<file path="config.mk">
export PLATFORM = sky130hd
export DESIGN_NAME = vga_fb_arbiter
export DESIGN_NICKNAME = d
export VERILOG_FILES = /design/src/rtl/vga_fb_pkg.sv /design/src/rtl/vga_fb_delay.sv /design/src/rtl/vga_fb_arbiter.sv
export SDC_FILE = /design/constraint.sdc
export NUM_CORES = 1
export LEC_CHECK = 0
export ABC_AREA = 1
export CAP_MARGIN = 20
export CELL_PAD_IN_SITES_DETAIL_PLACEMENT = 0
export CELL_PAD_IN_SITES_GLOBAL_PLACEMENT = 2
export CORE_UTILIZATION = 27
export CTS_BUF_LIST = sky130_fd_sc_hd__clkbuf_4
export CTS_CLUSTER_SIZE = 8
export DETAILED_ROUTE_END_ITERATION = 6
export PLACE_DENSITY = 0.94
export SYNTH_ARGS = -nofsm -noshare
export SYNTH_HDL_FRONTEND = slang
export SYNTH_HIERARCHICAL = 1
export SYNTH_SLANG_ARGS = --single-unit
</file>
<file path="constraint.sdc">
create_clock -name clk -period 3.8 [get_ports clk]
set_clock_uncertainty 0.1 [all_clocks]
set_input_delay 0.76 -clock clk [delete_from_list [all_inputs] [get_ports clk]]
set_output_delay 0.76 -clock clk [all_outputs]
set_load 0.02 [all_outputs]
</file>
<file path="src/rtl/vga_fb_pkg.sv">
// Shared definitions for the VGA frame-buffer arbiter.
// - bus_op_t: SRAM bus operation driven in the current cycle.
// - fb_words(): words per frame buffer.
// - buf_base(): first SRAM word address of a given buffer.
package vga_fb_pkg;

    typedef enum logic [1:0] {
        BusIdle  = 2'd0,
        BusRead  = 2'd1,
        BusTurn  = 2'd2,
        BusWrite = 2'd3
    } bus_op_t;

    function automatic int unsigned fb_words(input int unsigned h_visible,
                                             input int unsigned v_visible);
        return h_visible * v_visible;
    endfunction

    function automatic int unsigned buf_base(input logic        sel,
                                             input int unsigned h_visible,
                                             input int unsigned v_visible);
        return sel ? fb_words(h_visible, v_visible) : 32'd0;
    endfunction

endpackage

</file>
<file path="src/rtl/vga_fb_delay.sv">
// Fixed-latency shift register used to align the sync signals with the
// registered pixel data.
// Ports:
//   clk_i  - clock
//   rst_i  - asynchronous active-high reset, clears every stage
//   d_i    - input word
//   q_o    - input word delayed by STAGES cycles
module vga_fb_delay #(
    parameter int unsigned STAGES = 2,
    parameter int unsigned WIDTH  = 3
) (
    input  logic             clk_i,
    input  logic             rst_i,
    input  logic [WIDTH-1:0] d_i,
    output logic [WIDTH-1:0] q_o
);

    logic [WIDTH-1:0] stage_q [STAGES];

    always_ff @(posedge clk_i or posedge rst_i) begin
        if (rst_i) begin
            for (int i = 0; i < int'(STAGES); i++) begin
                stage_q[i] <= '0;
            end
        end else begin
            stage_q[0] <= d_i;
            for (int i = 1; i < int'(STAGES); i++) begin
                stage_q[i] <= stage_q[i-1];
            end
        end
    end

    assign q_o = stage_q[STAGES-1];

endmodule

</file>
<file path="src/rtl/vga_fb_arbiter.sv">
// Arbitrates one single-port async SRAM between the VGA display read path
// and a back-buffer pixel writer, and manages front/back buffer swapping.
// Ports:
//   clk, reset                 - clock, asynchronous active-high reset
//   disp_*                     - timing from vga_sync (visible, syncs, column, row)
//   pix_data, pix_visible,
//   pix_hsync, pix_vsync       - pixel word and syncs, 2 cycles after disp_*
//   wr_valid/wr_ready,
//   wr_addr, wr_data           - back-buffer write handshake (buffer-relative address)
//   swap_req, swap_done,
//   front_sel                  - swap request pulse, swap-applied pulse, front buffer index
//   sram_*                     - external SRAM address, data and active-low strobes
module vga_fb_arbiter
    import vga_fb_pkg::*;
#(
    parameter int unsigned ADDR_BITS   = 20,
    parameter int unsigned DATA_BITS   = 16,
    parameter int unsigned COLUMN_BITS = 10,
    parameter int unsigned ROW_BITS    = 10,
    parameter int unsigned H_VISIBLE   = 640,
    parameter int unsigned V_VISIBLE   = 480
) (
    input  logic                   clk,
    input  logic                   reset,
    input  logic                   disp_visible,
    input  logic                   disp_hsync,
    input  logic                   disp_vsync,
    input  logic [COLUMN_BITS-1:0] disp_column,
    input  logic [ROW_BITS-1:0]    disp_row,
    output logic [DATA_BITS-1:0]   pix_data,
    output logic                   pix_visible,
    output logic                   pix_hsync,
    output logic                   pix_vsync,
    input  logic                   wr_valid,
    output logic                   wr_ready,
    input  logic [ADDR_BITS-1:0]   wr_addr,
    input  logic [DATA_BITS-1:0]   wr_data,
    input  logic                   swap_req,
    output logic                   swap_done,
    output logic                   front_sel,
    output logic [ADDR_BITS-1:0]   sram_addr,
    output logic [DATA_BITS-1:0]   sram_data_out,
    input  logic [DATA_BITS-1:0]   sram_data_in,
    output logic                   sram_data_oe,
    output logic                   sram_we_n,
    output logic                   sram_oe_n
);

    bus_op_t               state_q, state_d;
    logic [ADDR_BITS-1:0]  addr_q, addr_d;
    logic [DATA_BITS-1:0]  wdata_q, wdata_d;
    logic [DATA_BITS-1:0]  pix_data_q, pix_data_d;
    logic                  front_sel_q, front_sel_d;
    logic                  swap_pending_q, swap_pending_d;
    logic                  swap_done_q, swap_done_d;

    logic [ADDR_BITS-1:0]  front_base, back_base, rd_addr, wr_addr_full;
    logic                  wr_accept, swap_point;
    logic [2:0]            sync_dly;

    // Buffer bases follow the registered front_sel, so a write accepted on the
    // swap-point cycle still targets the pre-swap back buffer.
    assign front_base   = ADDR_BITS'(buf_base(front_sel_q, H_VISIBLE, V_VISIBLE));
    assign back_base    = ADDR_BITS'(buf_base(!front_sel_q, H_VISIBLE, V_VISIBLE));
    assign rd_addr      = front_base + ADDR_BITS'(disp_row) * ADDR_BITS'(H_VISIBLE)
                        + ADDR_BITS'(disp_column);
    assign wr_addr_full = back_base + wr_addr;

    // Blocking writes on the cycle after a read forces a TURN/IDLE gap so the
    // SRAM releases the data bus before the FPGA drives it.
    assign wr_ready  = !disp_visible && (state_q != BusRead) && !reset;
    assign wr_accept = wr_valid && wr_ready;

    assign swap_point = (disp_row == ROW_BITS'(V_VISIBLE)) && (disp_column == '0);

    // Bus FSM: state register
    always_ff @(posedge clk or posedge reset) begin
        if (reset) begin
            state_q <= BusIdle;
        end else begin
            state_q <= state_d;
        end
    end

    // Bus FSM: next-state decision, display first
    always_comb begin
        state_d = BusIdle;
        if (disp_visible) begin
            state_d = BusRead;
        end else if (wr_accept) begin
            state_d = BusWrite;
        end else if (wr_valid && (state_q == BusRead)) begin
            state_d = BusTurn;
        end
    end

    // Bus FSM: strobes decoded from the registered op; reset clears them at once
    always_comb begin
        sram_oe_n    = (state_q != BusRead);
        sram_we_n    = (state_q != BusWrite);
        sram_data_oe = (state_q == BusWrite);
    end

    // Address/data launched together with the op; held during IDLE/TURN
    always_comb begin
        addr_d  = addr_q;
        wdata_d = wdata_q;
        unique case (state_d)
            BusRead:  addr_d = rd_addr;
            BusWrite: begin
                addr_d  = wr_addr_full;
                wdata_d = wr_data;
            end
            default: ;
        endcase
    end

    // Capture the SRAM word at the end of the read cycle; blank otherwise
    assign pix_data_d = (state_q == BusRead) ? sram_data_in : '0;

    always_comb begin
        front_sel_d    = front_sel_q;
        swap_pending_d = swap_pending_q;
        swap_done_d    = 1'b0;
        if (swap_point && (swap_pending_q || swap_req)) begin
            front_sel_d    = !front_sel_q;
            swap_pending_d = 1'b0;
            swap_done_d    = 1'b1;
        end else if (swap_req) begin
            swap_pending_d = 1'b1;
        end
    end

    always_ff @(posedge clk or posedge reset) begin
        if (reset) begin
            addr_q         <= '0;
            wdata_q        <= '0;
            pix_data_q     <= '0;
            front_sel_q    <= 1'b0;
            swap_pending_q <= 1'b0;
            swap_done_q    <= 1'b0;
        end else begin
            addr_q         <= addr_d;
            wdata_q        <= wdata_d;
            pix_data_q     <= pix_data_d;
            front_sel_q    <= front_sel_d;
            swap_pending_q <= swap_pending_d;
            swap_done_q    <= swap_done_d;
        end
    end

    vga_fb_delay #(
        .STAGES (2),
        .WIDTH  (3)
    ) u_sync_delay (
        .clk_i (clk),
        .rst_i (reset),
        .d_i   ({disp_visible, disp_hsync, disp_vsync}),
        .q_o   (sync_dly)
    );

    assign pix_visible   = sync_dly[2];
    assign pix_hsync     = sync_dly[1];
    assign pix_vsync     = sync_dly[0];
    assign pix_data      = pix_data_q;
    assign sram_addr     = addr_q;
    assign sram_data_out = wdata_q;
    assign front_sel     = front_sel_q;
    assign swap_done     = swap_done_q;

endmodule

</file>
==> flow_summary.toml, run 1 <==
[status]
status = "finished, final reports clean"

[setup_path]
startpoint_type = "primary input"
cp_max_fo = 3
endpoint_kind = "register"
crit_type = "primary input to register"
cp_data_required_time_ns = 4.00
worstPathArrival_ns = 3.57

[cts]
cts_hold_buf = 0
cts_tree = "built"
cts_setup_buffers = 0
cts_sinks = 63
cts_max_level = 3
path_clk_slew_ns = 0.11
root_buffer = "clkbuf_4"
cts_made_buffers = 9
cts-resized-gates = 0
clockBufferDepth = 2
insertion_delay_ns = 0.41

[route]
routedWlPerCell_um = 13.23
ant_nets = 0
viasPerCell = 4.350
wirelength_mm = 9.895
dr.pass1.iters = 4
drc_errors = 0
drt_iter0_markers = 174
vias = 3254

[synthesis]
avgSynthCellArea_um2 = 8.515
ys_types = 42
syn_area_mm2 = 0.003627
syn_inst = 426
yosysWarningCount = 6
seq_area_frac_synth = 0.4346
synth_top_area_frac = 0.4346
synth_area_leaders = "dfrtp_1, nand2_1, ha_1"
yosysTopAreaCell = "dfrtp_1"
syn-num-nets = 535
ys_seq_elements = 63

[global_route]
grt_max_degree = 28
use_met2 = 0.2621
use_met1 = 0.1929
antenna_found_initial = 0
overflow = 0
use_met3 = 0.02810
grt_pass1_wl_mm = 16.82
grt_usage = 0.1531
grt_pass1_vias = 3424
grt_busiest_layer = "met2"

[pwr]
ir_drop_v = 0.0001711
fin_total_pwr_mw = 1.981
seqPwrFrac = 0.406
switching_share = 0.3395
clkPwrFrac = 0.222
power_switching_uw = 672.4
p_leak_nw = 2.597
combPwrFrac = 0.372
power_density_mw_per_mm2 = 370.7
internal_power_mw = 1.308

[floorplan]
die_y_um = 117.9
start_util = 0.2817
coreArea_mm2 = 0.01288
row_count = 41
die_width_um = 117.9
boundaryPins = 140
die-area_mm2 = 0.01390

[sta]
period_share = 0.8863
period_minus_slack_ns = 3.368
worst_pin_slew_ns = 0.5975
setup_viol = 0
slew_viol_final = 0
slew_headroom = 0.6011
fmax_ghz = 0.2969
finalHoldViolations = 0
fin_ws_ns = 0.4321
rsz0062_at_grt = "no"

[place]
dpl.hpwl_mm = 7.851
numPortBuffers = 139
post_dp_cell_area_mm2 = 0.005219
routabilityCongestion = 0.8360
dp_slack_ns = -0.03011

[job]
maxCapViolCount = 0

[layout]
regArea_mm2 = 0.001577
multi_input_area_mm2 = 0.001762
n_fill_cell = 1285
antenna_cells = 0
final_area_mm2 = 0.005344
fin_nets = 681
area_growth_pct = 47.33
drive_above_1_share = 0.1094

[min_path]
hold_path.class = "register to register"
## sequential cells by signal (all words and copies together), names as in the netlist
register	count
swap_pending_q	1
u_sync_delay/stage_q	3
sram_addr	20
state_q	2
u_sync_delay/q_o	3
sram_data_out	16
pix_data	16
front_sel	1
swap_done	1
## power groups by stage
stage	Clock, mW	Sequential (mW)	Combinational (mW)
6_report	0.440	0.803	0.737
5_1_grt	0.486	0.814	0.809
4_1_cts	0.464	0.804	0.747
3_5_place_dp	0	0.817	0.744
3_3_place_gp	0	0.812	0.740
2_1_floorplan	0	0.916	0.293
## layer usage
layer | wire [um] | up-vias
met3 | 357 | 8
met4 | 93 | 0
met1 | 4591 | 1509
li1 | - | 1644
met2 | 4852 | 93
met5 | 0 | -
## metrics by stage
stage	instances	utilization	hold WS (ns)	setup TNS (ns)
finish	748	0.4150	0.2623	0
detailed placement	733	0.4053	0.2364	-0.03011
floorplan	426	-	0.2312	0
global route	748	0.4150	0.2819	0
CTS	748	0.4150	0.2615	0
global placement	733	0.4053	0.2321	0
## synthesized netlist by cell type
master / n
nand2_2: 15
a31oi_1: 4
inv_1: 49
nand3b_1: 1
clkinv_1: 1
nand2_1: 119
buf_4: 4
inv_2: 5
xnor2_1: 6
o211ai_1: 4
o21ai_4: 1
or4_4: 1
nand4_1: 2
nor4_1: 2
nand2_4: 1
a21oi_2: 3
nor3_4: 1
a21oi_1: 11
o21bai_1: 2
buf_6: 1
clkbuf_4: 1
or2_2: 1
nor3_1: 1
buf_2: 6
and2_1: 1
a21o_1: 2
nand3_1: 14
o21ai_1: 3
o21ai_0: 10
o311ai_1: 1
nor3_2: 1
nand3_2: 5
fa_1: 3
nand3_4: 1
ha_1: 27
a22oi_1: 8
nor2_2: 3
nor2_1: 33
xor2_1: 6
nor2_4: 2
dfrtp_1: 63
clkbuf_1: 1
## final timing paths
path	from	to	slack, ns	cells after the start
max in group asynchronous	reset	pix_data[13]	2.12	3
setup reg to reg	front_sel	sram_addr[18]	1.39	10
min in group asynchronous	reset	u_sync_delay/stage_q[3]	0.64	2
hold / removal	u_sync_delay/stage_q[5]	u_sync_delay/q_o[2]	0.26	0
hold reg to reg	u_sync_delay/stage_q[5]	u_sync_delay/q_o[2]	0.26	0
setup / recovery	disp_row[3]	sram_addr[18]	0.43	20
## critical path, stage by stage
cell and delay, ns:
clkdlybuf4s50_1 0.46, ha_1 0.30, ha_1 0.16, inv_1 0.06, fa_1 0.39, xnor2_1 0.15, ha_1 0.29, inv_1 0.04
nor2_1 0.17, inv_1 0.08, nor2_2 0.11, nand2_1 0.08, nand2_2 0.07, nand2_2 0.06, nand2_2 0.07, nand2_1 0.05
nand2_1 0.05, nand2_1 0.05, o21bai_1 0.11, nand2_1 0.06
## area by class of cell
cell class / instances / share of cell area
sequential: 63 / 0.2950
clock buffer: 10 / 0.01405
multi-input combinational: 295 / 0.3297
timing repair buffer: 148 / 0.2730
clock inverter: 5 / 0.009365
tap: 172 / 0.04027
inverter: 55 / 0.03863
## cells by family after synthesis
group                      synth area share
AOI/OAI and AO/OA                   0.08727
xor gates and xnor gates            0.02898
adders and majority gates            0.1097
and+or+nand+nor                      0.2597
buffers and inverters               0.07968
DFF                                  0.4346
## cell usage in the layout (no fill, tap or decap), types with 4 or more instances in the layout
cell / instances
nand3_1: 14
nand2_2: 15
a21oi_1: 11
nand2_1: 119
xor2_1: 6
ha_1: 27
o211ai_1: 4
clkbuf_4: 10
xnor2_1: 6
o21ai_0: 10
clkdlybuf4s50_1: 139
dfrtp_1: 63
nand3_2: 5
nor2_1: 33
a22oi_1: 8
a31oi_1: 4
buf_4: 9
inv_1: 48
inv_2: 6
Power figures use the tool's default switching activity.
==> run 2: changes to the inputs <==
--- a/config.mk
+++ b/config.mk
@@ -13,7 +13,8 @@
 export CTS_BUF_LIST = sky130_fd_sc_hd__clkbuf_4
 export CTS_CLUSTER_SIZE = 8
 export DETAILED_ROUTE_END_ITERATION = 6
-export PLACE_DENSITY = 0.94
+export GPL_ROUTABILITY_DRIVEN = 1
+export PLACE_DENSITY_LB_ADDON = 0.1
 export SYNTH_ARGS = -nofsm -noshare
 export SYNTH_HDL_FRONTEND = slang
 export SYNTH_HIERARCHICAL = 1
==> run 2 against run 1 <==
  * Routed wire length grew 3.9%
  * Combinational power is essentially flat
  * Total power grew 3.8%
  * First-iteration DRC count shrank 14%
  * Worst hold slack lost 0.0038 ns
  * Cell count grew 0.40%
  * Worst setup slack gained 0.033 ns
  * Via count grew 0.18%
  * Critical path depth is the same
==> flow_summary.toml, run 2 (synthesis results as in run 1) <==
[global_route]
grt_usage = 0.1578
use_met2 = 0.2581
overflow = 0
grt_busiest_layer = "met2"
grt_pass1_vias = 3240
grt_max_degree = 38
use_met1 = 0.2033
antenna_found_initial = 0
grt_pass1_wl_mm = 16.95
use_met3 = 0.04457

[route]
drt_iter0_markers = 149
ant_nets = 0
drc_errors = 0
wirelength_mm = 10.28
vias = 3260
routedWlPerCell_um = 13.69
viasPerCell = 4.341
dr.pass1.iters = 4

[place]
numPortBuffers = 139
routabilityCongestion = 0.7965
dpl.hpwl_mm = 8.132
dp_slack_ns = -0.03174

[layout]
final_common_cell = "clkdlybuf4s50_1"
layout_common_cells = "clkdlybuf4s50_1, nand2_1, dfrtp_1"
antenna_cells = 0
largest_reg_flops = 20
fin_nets = 683
drive_above_1_share = 0.1123
area_growth_pct = 48.57

[cts]
cts_sinks = 63
cts_tree = "built"
root_buffer = "clkbuf_4"
cts_max_level = 3
cts-resized-gates = 0
path_clk_slew_ns = 0.11
cts_setup_buffers = 0
clockBufferDepth = 2
cts_made_buffers = 9
cts_hold_buf = 0
insertion_delay_ns = 0.43

[setup_path]
crit_family = "adder cells"
crit_path_cell_trace = "clkdlybuf4s50_1 > ha_1 > ha_1 > inv_1 > fa_1 > xnor2_1 > ha_1 > inv_1 > nor2_1 > inv_1 > nor2_2 > nand2_1 > nand2_2 > nand2_2 > nand2_2 > nand2_1 > nand2_1 > nand2_1 > o21bai_1 > nand2_1"
reg2reg_slack_ns = 1.38
rr_endpoint = "sram_addr[18]"
endpoint_kind = "register"
cpPeakStageDelay_ns = 0.44
path_buf_inv = 4
cpMaxStageDelayCell = "clkdlybuf4s50_1"
reg2reg_from = "front_sel"
worstPathArrival_ns = 3.55
cp_max_fo = 3
worst-r2r-cell-count = 11
crit_type = "primary input to register"
startpoint_type = "primary input"
cp_data_required_time_ns = 4.02
cpMostUsedCell = "nand2_1"

[floorplan]
die_y_um = 117.9
die_width_um = 117.9
boundaryPins = 140
start_util = 0.2817
die-area_mm2 = 0.01390
coreArea_mm2 = 0.01288
row_count = 41

[sta]
fin_ws_ns = 0.4652
rsz0062_at_grt = "no"
worst_pin_slew_ns = 0.8236
slew_viol_final = 0
slew_headroom = 0.4501
setup_viol = 0
fmax_ghz = 0.2999
finalHoldViolations = 0
period_minus_slack_ns = 3.335
period_share = 0.8776

[pwr]
power_switching_uw = 687.7
switching_share = 0.3344
p_leak_nw = 2.618
ir_drop_v = 0.0001914
power_density_mw_per_mm2 = 381.6
seqPwrFrac = 0.389
clkPwrFrac = 0.251
fin_total_pwr_mw = 2.056
internal_power_mw = 1.369
combPwrFrac = 0.360

[min_path]
hold_start = "u_sync_delay/stage_q[5]"
hold_path_depth = 0
hold_path.class = "register to register"
worstHoldEndpoint = "u_sync_delay/q_o[2]"

[status]
status = "finished, final reports clean"

[job]
maxCapViolCount = 0
-- run 2: cell count changes in the layout (fill, tap and decap cells not counted) --
cell / delta
clkbuf_4: -1
clkinv_4: +1
clkinv_2: -1
clkinv_1: +1
buf_4: +2
bufinv_16: +1
-- run 2: per-stage QoR --
stage                     area (um2)  hold WS, ns    util  cells   TNS, ns
after floorplan                 3627       0.2312       -    426         0
after global placement          5234       0.2330  0.4065    735         0
after detailed placement        5234       0.2358  0.4065    735  -0.03174
after CTS                       5389       0.2617  0.4185    751         0
after global routing            5389       0.2684  0.4185    751         0
final                           5389       0.2585  0.4185    751         0
-- run 2: final cells by class --
| cell class | instances | area, um2 |
|---|---|---|
| fill | 1343 | 7487 |
| multi-input combinational | 295 | 1762 |
| sequential | 63 | 1577 |
| timing repair buffer | 150 | 1474 |
| tap | 172 | 215.2 |
| inverter | 55 | 206.4 |
| clock inverter | 7 | 87.58 |
| clock buffer | 9 | 67.56 |
-- run 2: routing by layer --
layer,share of wire,wire [um]
met4,0.011,116
met2,0.47,4854
met1,0.47,4848
met5,0,0
met3,0.045,459
-- run 2: power by group through the flow --
stage,Sequential [mW],Clock [mW],Combinational [mW]
final,0.800,0.517,0.740
after global routing,0.810,0.565,0.813
after CTS,0.800,0.546,0.755
after detailed placement,0.813,0,0.751
after global placement,0.813,0,0.748
after floorplan,0.916,0,0.293
-- run 2: worst max-delay path by stage --
stage | from | endpoint | slack, ns | cells after the start
4_1_cts | disp_row[3] | sram_addr[18] | 0.46 | 20
6_report | disp_row[3] | sram_addr[18] | 0.47 | 20
2_1_floorplan | disp_row[1] | sram_addr[18] | 0.65 | 19
5_1_grt | disp_row[3] | sram_addr[18] | 0.18 | 20
3_3_place_gp | disp_row[3] | sram_addr[18] | 0.03 | 20
3_5_place_dp | disp_row[3] | sram_addr[18] | -0.03 | 20
